## config.mk

```make
export PLATFORM = sky130hd
export DESIGN_NAME = fetch_unit
export DESIGN_NICKNAME = d
export VERILOG_FILES = /design/src/rtl/cpu_pkg.sv /design/src/rtl/if_id_reg.sv /design/src/rtl/fetch_unit.sv
export SDC_FILE = /design/constraint.sdc
export NUM_CORES = 1
export LEC_CHECK = 0
export CAP_MARGIN = 25
export CORE_MARGIN = 5
export CORE_UTILIZATION = 55
export DETAILED_ROUTE_END_ITERATION = 16
export PLACE_DENSITY = 0.86
export SYNTH_ARGS = -nofsm -noshare
export SYNTH_HDL_FRONTEND = slang
export SYNTH_SLANG_ARGS = --single-unit
```

## constraint.sdc

```tcl
create_clock -name clk -period 18 [get_ports clk]
set_input_delay 2.7 -clock clk [delete_from_list [all_inputs] [get_ports clk]]
set_output_delay 2.7 -clock clk [all_outputs]
set_load 0.05 [all_outputs]
```

## src/rtl/cpu_pkg.sv

```systemverilog
// Shared pipeline constants for the LEGv8-subset core: word/opcode widths,
// PC step, the opcode values decoded by CU, and the fetch-stage action type.
package cpu_pkg;

   localparam int INSTR_W  = 32;
   localparam int OPCODE_W = 11;
   localparam int PC_INC   = 4;

   localparam logic [OPCODE_W-1:0] OP_ADD  = 11'b10001011000;
   localparam logic [OPCODE_W-1:0] OP_SUB  = 11'b11001011000;
   localparam logic [OPCODE_W-1:0] OP_AND  = 11'b10001010000;
   localparam logic [OPCODE_W-1:0] OP_ORR  = 11'b10101010000;
   localparam logic [OPCODE_W-1:0] OP_STUR = 11'b11111000000;
   localparam logic [OPCODE_W-1:0] OP_LDUR = 11'b11111000010;

   // What the fetch stage does on the coming edge.
   typedef enum logic [1:0] {
      ACT_RUN,
      ACT_STALL,
      ACT_BRANCH
   } fetch_act_e;

   // A redirect always beats a hazard hold: the held instruction is on the
   // wrong path anyway.
   function automatic fetch_act_e decode_act(input logic stall, input logic branch_taken);
      if (branch_taken) return ACT_BRANCH;
      if (stall)        return ACT_STALL;
      return ACT_RUN;
   endfunction

endpackage

```

## src/rtl/if_id_reg.sv

```systemverilog
// IF/ID pipeline register: valid bit, instruction address and instruction
// word. Flush clears only the valid bit; pc/instr are retained.
module if_id_reg
   import cpu_pkg::*;
#(
   parameter int PC_W = 64
) (
   input  logic               clk,
   input  logic               reset,
   input  logic               load,
   input  logic               flush,
   input  logic               valid_in,
   input  logic [PC_W-1:0]    pc_in,
   input  logic [INSTR_W-1:0] instr_in,
   output logic               valid,
   output logic [PC_W-1:0]    pc,
   output logic [INSTR_W-1:0] instr
);

   logic               valid_d, valid_q;
   logic [PC_W-1:0]    pc_d, pc_q;
   logic [INSTR_W-1:0] instr_d, instr_q;

   // Next-state select: flush wins over load, otherwise hold.
   always_comb begin
      // NOTE: every signal gets a default first so no path leaves it unassigned (no latch).
      valid_d = valid_q;
      pc_d    = pc_q;
      instr_d = instr_q;
      if (flush) begin
         valid_d = 1'b0;
      end else if (load) begin
         valid_d = valid_in;
         pc_d    = pc_in;
         instr_d = instr_in;
      end
   end

   // Register with asynchronous clear.
   always_ff @(posedge clk or posedge reset) begin
      // NOTE: non-blocking so every flop samples pre-edge values regardless of block order.
      if (reset) begin
         valid_q <= 1'b0;
         pc_q    <= '0;
         instr_q <= '0;
      end else begin
         valid_q <= valid_d;
         pc_q    <= pc_d;
         instr_q <= instr_d;
      end
   end

   assign valid = valid_q;
   assign pc    = pc_q;
   assign instr = instr_q;

endmodule

```

## src/rtl/fetch_unit.sv

```systemverilog
// Instruction fetch stage: owns the PC, drives a 1-cycle-latency synchronous
// instruction memory, and fills IF/ID. Handles hazard stalls and branch
// redirects (redirect squashes the in-flight word and the IF/ID slot).
// Optional build macro FETCH_PERF_CNT_EN adds saturating fetch/stall counters.
module fetch_unit
   import cpu_pkg::*;
#(
   parameter int              PC_W     = 64,
   parameter logic [PC_W-1:0] RESET_PC = '0
) (
   input  logic                clk,
   input  logic                reset,
   input  logic                stall,
   input  logic                branch_taken,
   input  logic [PC_W-1:0]     branch_target,
   output logic [PC_W-1:0]     imem_addr,
   input  logic [INSTR_W-1:0]  imem_rdata,
   output logic                if_id_valid,
   output logic [PC_W-1:0]     if_id_pc,
   output logic [INSTR_W-1:0]  if_id_instr,
   output logic [OPCODE_W-1:0] if_id_opcode
`ifdef FETCH_PERF_CNT_EN
   ,
   output logic [31:0]         perf_fetched,
   output logic [31:0]         perf_stalls
`endif
);

   localparam logic [PC_W-1:0] PC_STEP = PC_W'(PC_INC);

   fetch_act_e      act;
   logic [PC_W-1:0] target_aligned;
   logic [PC_W-1:0] pc_d, pc_q;
   logic [PC_W-1:0] req_pc_d, req_pc_q;
   logic            req_valid_d, req_valid_q;

   // Branch targets are word addresses; the byte-offset bits carry no meaning.
   logic unused_target_lsbs;
   assign unused_target_lsbs = ^branch_target[1:0];

   assign act            = decode_act(stall, branch_taken);
   assign target_aligned = {branch_target[PC_W-1:2], 2'b00};

   // Memory address: redirect target, else re-issue of the held request so the
   // returned word still matches req_pc, else the next sequential PC.
   always_comb begin
      imem_addr = pc_q;
      unique case (act)
         ACT_BRANCH: imem_addr = target_aligned;
         ACT_STALL:  imem_addr = req_pc_q;
         default:    imem_addr = pc_q;
      endcase
   end

   // PC and in-flight request next state.
   always_comb begin
      pc_d        = pc_q;
      req_pc_d    = req_pc_q;
      req_valid_d = req_valid_q;
      unique case (act)
         ACT_RUN: begin
            req_pc_d    = pc_q;
            req_valid_d = 1'b1;
            pc_d        = pc_q + PC_STEP;
         end
         ACT_BRANCH: begin
            req_pc_d    = target_aligned;
            req_valid_d = 1'b1;
            pc_d        = target_aligned + PC_STEP;
         end
         default: ;
      endcase
   end

   // PC and request registers; reset drops anything in flight.
   always_ff @(posedge clk or posedge reset) begin
      if (reset) begin
         pc_q        <= RESET_PC;
         req_pc_q    <= '0;
         req_valid_q <= 1'b0;
      end else begin
         pc_q        <= pc_d;
         req_pc_q    <= req_pc_d;
         req_valid_q <= req_valid_d;
      end
   end

   if_id_reg #(
      .PC_W     (PC_W)
   ) u_if_id (
      .clk      (clk),
      .reset    (reset),
      .load     (act == ACT_RUN),
      .flush    (act == ACT_BRANCH),
      .valid_in (req_valid_q),
      .pc_in    (req_pc_q),
      .instr_in (imem_rdata),
      .valid    (if_id_valid),
      .pc       (if_id_pc),
      .instr    (if_id_instr)
   );

   // CU must see no control activity from a bubble.
   assign if_id_opcode = if_id_valid ? if_id_instr[INSTR_W-1 -: OPCODE_W] : '0;

`ifdef FETCH_PERF_CNT_EN
   logic [31:0] fetched_d, fetched_q;
   logic [31:0] stalls_d, stalls_q;

   // Saturating event counters: live IF/ID loads and hazard-hold cycles.
   always_comb begin
      fetched_d = fetched_q;
      stalls_d  = stalls_q;
      if (act == ACT_RUN && req_valid_q && fetched_q != '1) begin
         fetched_d = fetched_q + 32'd1;
      end
      if (act == ACT_STALL && stalls_q != '1) begin
         stalls_d = stalls_q + 32'd1;
      end
   end

   // Counter registers, cleared by reset.
   always_ff @(posedge clk or posedge reset) begin
      if (reset) begin
         fetched_q <= '0;
         stalls_q  <= '0;
      end else begin
         fetched_q <= fetched_d;
         stalls_q  <= stalls_d;
      end
   end

   assign perf_fetched = fetched_q;
   assign perf_stalls  = stalls_q;
`endif

endmodule

```

==> impl_summary.md <==
Synth
For this run, asynchronously set or reset flops after synthesis account for 100%. Synthesis produced a netlist whose cell count is 1,220. Counting flops with a built-in enable in the synthesized netlist gives 0.

The cell with the most instances after synthesis is dfrtp_1. The top cell type by area accounts for 44.9% of the synthesized area. The number of synthesis warnings is 0.

Of all cell types, the one taking the most synthesized area is dfrtp_1. Ranked by total cell area, the synthesized netlist is headed by dfrtp_1 45%, mux2_2 8.8%, mux2i_1 7.9%. Among all flip-flop cells after synthesis, the most frequent one is dfrtp_1.

The synthesis-stage register bit count is 220. After synthesis, the mean cell area works out to 10.0 um2. The post-synthesis cell type count is 52.

The commonest cells after synthesis are 220 x dfrtp_1, 134 x o21ai_0, 132 x nand2_1. Summing every instance area after synthesis gives 12,300 um2. The share of synthesized area occupied by flip-flops and latches is 44.9%.

Setup path
The number of buffers and inverters on the critical path is 3. The largest individual stage delay along the critical path comes from the cell buf_4. Traced cell by cell, the critical path runs through buf_4, buf_4, mux2i_1, o21ai_0, clkdlybuf4s50_1.

The largest fanout on the critical path is 64. The kind of critical path is primary input to primary output. Data on the critical path arrives at its endpoint at 5.49 ns.

Grouping stages by cell kind, the critical path spends the most delay in buffers and inverters. The critical path's most frequent cell is buf_4. STA classifies the critical path startpoint as a primary input. At the worst endpoint, the required time is 15.30 ns. The largest single stage delay on the critical path is 0.88 ns. The kind of end point of the critical path is a primary output.

Die
The area of the core is 21,900 um2. In this run the horizontal extent of the chip is 159 um. The floorplan die height is 159 um. The initial core utilization is 56.0%. The area of the die is 25,400 um2. The site row count is 54. 272 I/O pins were placed.

Route
The average vias per placed instance is 6.03. The final wirelength is 35,000 um. The detailed-route via count is 10,500. In the final routed layout, each cell accounts on average for 20.1 um. The detail route stage leaves a number of antenna-violating nets equal to 0.

The length of the first detailed-routing pass in iterations is 7. The residual DRC count is 0. The violation count after the first detailed-routing iteration is 932.

Pwr
The switching component of the power is 0.000583 W. The relative contribution of the clock network to total power is 29.6%. The share of total power in combinational logic is 32.2%.

The ratio of total power to cell area is 102 nW/um2. The switching fraction of total power is 36.1%. The internal power of the cells totals 0.00103 W.

In this run, flip-flops and latches consume 38.2% of the power. The worst-case IR drop observed on VDD is 72.0 uV. For this design the static power due to leakage is 6.32 nW.

Layout
The layout has 1,573 filler cells. Relative to the synthesized area, the layout overhead comes to 28.7%. Summing all multi-input logic gate instances after layout gives 6400 um2.

Measured on the finished design, the core utilization comes to 72.1%. In the final layout, the share of cells above drive strength 1 is 11.0%. Summing all flip-flop and latch instances after layout gives 5510 um2. The net total in the final layout is 1,548.

STA
The final critical-path share of the clock period is 45.5%. After routing, the total negative slack on setup checks comes to 0 ns. Setup repair after global routing left no endpoint under its margin.

The number of slew-limit violations in the final report is 0. The relative slew slack is 31.5%. The number of endpoints failing setup at the final stage is 0.

For the finished layout, the period the worst path requires is 8.19 ns. The transition time of the tightest slew-check pin is 1.03 ns. Timing would allow up to 122 MHz. The final number of hold-violating endpoints was 0. For the final database, setup skew stands at 0.0229 ns.

CTS
The later-pin clock latency in the skew report is 0.52 ns. The depth of the CTS H-tree is 1. Post-CTS timing repair inserted 0 buffers for setup. After clock tree synthesis, the repair step resized 0 gates. Clock tree synthesis inserted a total of 24 buffers. The clock tree from TritonCTS is done. For this design, the CTS-stage hold fixing added 0 buffers. The worst-case clock buffer depth is 3. CTS saw 220 sinks.

The clock-pin slew on the worst setup and hold paths is 0.06 ns. The cell sitting at the root of the clock tree is a clkbuf_16.

Global route
Global routing consumed, over all layers together, 26.4% of the routing resources. The first-pass GRT wire length is 55,700 um. The initial antenna violation count is 1. The maximum number of pins on one net before global-route repair is 207.

The via count of the first global-routing pass was 10,300. The total overflow left after global routing is 0.

Outcome
The run finished with clean final reports.

Placement
At the end of routability-driven placement, the weighted congestion stood at 0.854. The sum of net half-perimeters after detailed placement is 24,600 um. The number of input and output port buffers inserted is 265.

Hold path
The type of the tightest min-delay check is flop to flop.

Flow run
Max-cap violations in this run came to 0.
-- metal layers --
| layer | track usage (%) | part of all wire [%] | wire length, um |
|---|---|---|---|
| met1 | 34.5 | 40 | 14100 |
| met2 | 44.8 | 49 | 17100 |
| met3 | 5.80 | 8.5 | 2960 |
| met4 | 7.06 | 2.2 | 767 |
| met5 | 0 | 0 | 0 |
-- layout by cell type, fill, tap and decap left out, drive strengths merged, types with 2 or more instances in the layout --
cell / synthesis / routed
nand2b: 2 / 2
mux2: 96 / 96
nand4: 16 / 16
inv: 5 / 5
xnor2: 71 / 71
and3: 6 / 6
or3: 3 / 3
a2bb2oi: 2 / 2
o21ai: 134 / 134
nand3b: 46 / 46
a22oi: 29 / 29
nor4: 7 / 7
and2: 17 / 17
a31oi: 3 / 3
and3b: 2 / 2
nand2: 132 / 132
and4: 4 / 4
nor2: 60 / 60
a221oi: 2 / 2
xor2: 47 / 47
buf: 36 / 10
mux2i: 97 / 97
nor3: 18 / 18
a222oi: 3 / 3
nand4b: 2 / 2
a21boi: 2 / 2
clkbuf: 39 / 36
a21oi: 25 / 25
nor2b: 3 / 3
nand3: 78 / 78
conb: 1 / 4
dfrtp: 220 / 220
nor3b: 4 / 4
a211oi: 2 / 2
clkdlybuf4s50: 0 / 263
clkinv: 0 / 3
-- worst paths after layout --
kind | from | endpoint | slack [ns] | cells past startpoint
worst max-delay path | stall | imem_addr[33] | 9.81 | 5
worst min-delay path | req_valid_q | req_valid_q | 0.47 | 1
worst max register to register | pc_q[3] | pc_q[56] | 14.98 | 10
worst min register to register | req_valid_q | req_valid_q | 0.47 | 1
max in group asynchronous | reset | pc_q[63] | 13.60 | 4
min in group asynchronous | reset | u_if_id.pc[63] | 2.58 | 2
-- logic make-up after synthesis --
kind of cell | count (synthesis) | share of synthesized area [%]
multiplexers | 193 | 16.7
XOR/XNOR | 118 | 8.43
adder cells (fa/ha/maj) | 1 | 0.102
buffers and inverters | 80 | 3.03
AND/OR/NAND/NOR | 402 | 17.1
AO/OA/AOI/OAI | 205 | 9.67
flip-flops | 220 | 44.9
other | 1 | 0.0306
-- registers in the layout, indices dropped and copies added (netlist names) --
register and cells:
req_valid_q 1, pc_q 62, req_pc_q 62, u_if_id.valid 1, u_if_id.pc 62, u_if_id.instr 32
-- metrics by stage --
step,instances,total power (W),instance area [um2],setup WS [ns],hold WS [ns]
2_1_floorplan,1223,0.000951,12300,9.28,0.432
3_3_place_gp,1700,0.00113,15000,9.83,0.448
3_5_place_dp,1700,0.00114,15000,9.82,0.451
4_1_cts,1741,0.00162,15800,9.82,0.468
5_1_grt,1743,0.00167,15800,9.66,0.490
6_report,1743,0.00161,15800,9.81,0.467
-- power by group through the flow --
stage | logic (W) | clock network [W] | registers (W)
final | 0.000519 | 0.000478 | 0.000616
after global placement | 0.000509 | 0 | 0.000618
after global routing | 0.000546 | 0.000504 | 0.000623
after CTS | 0.000522 | 0.000483 | 0.000615
after floorplan | 0.000207 | 0 | 0.000744
after detailed placement | 0.000519 | 0 | 0.000623
-- area by class of cell --
cell class | instances | share of cell area (%)
inverter | 5 | 0.167
clock buffer | 36 | 4.42
tap | 280 | 2.22
multi-input combinational | 923 | 40.5
clock inverter | 5 | 0.333
antenna | 1 | 0.0159
timing repair buffer | 273 | 17.4
sequential | 220 | 34.9
(Power assumes the default switching activity.)
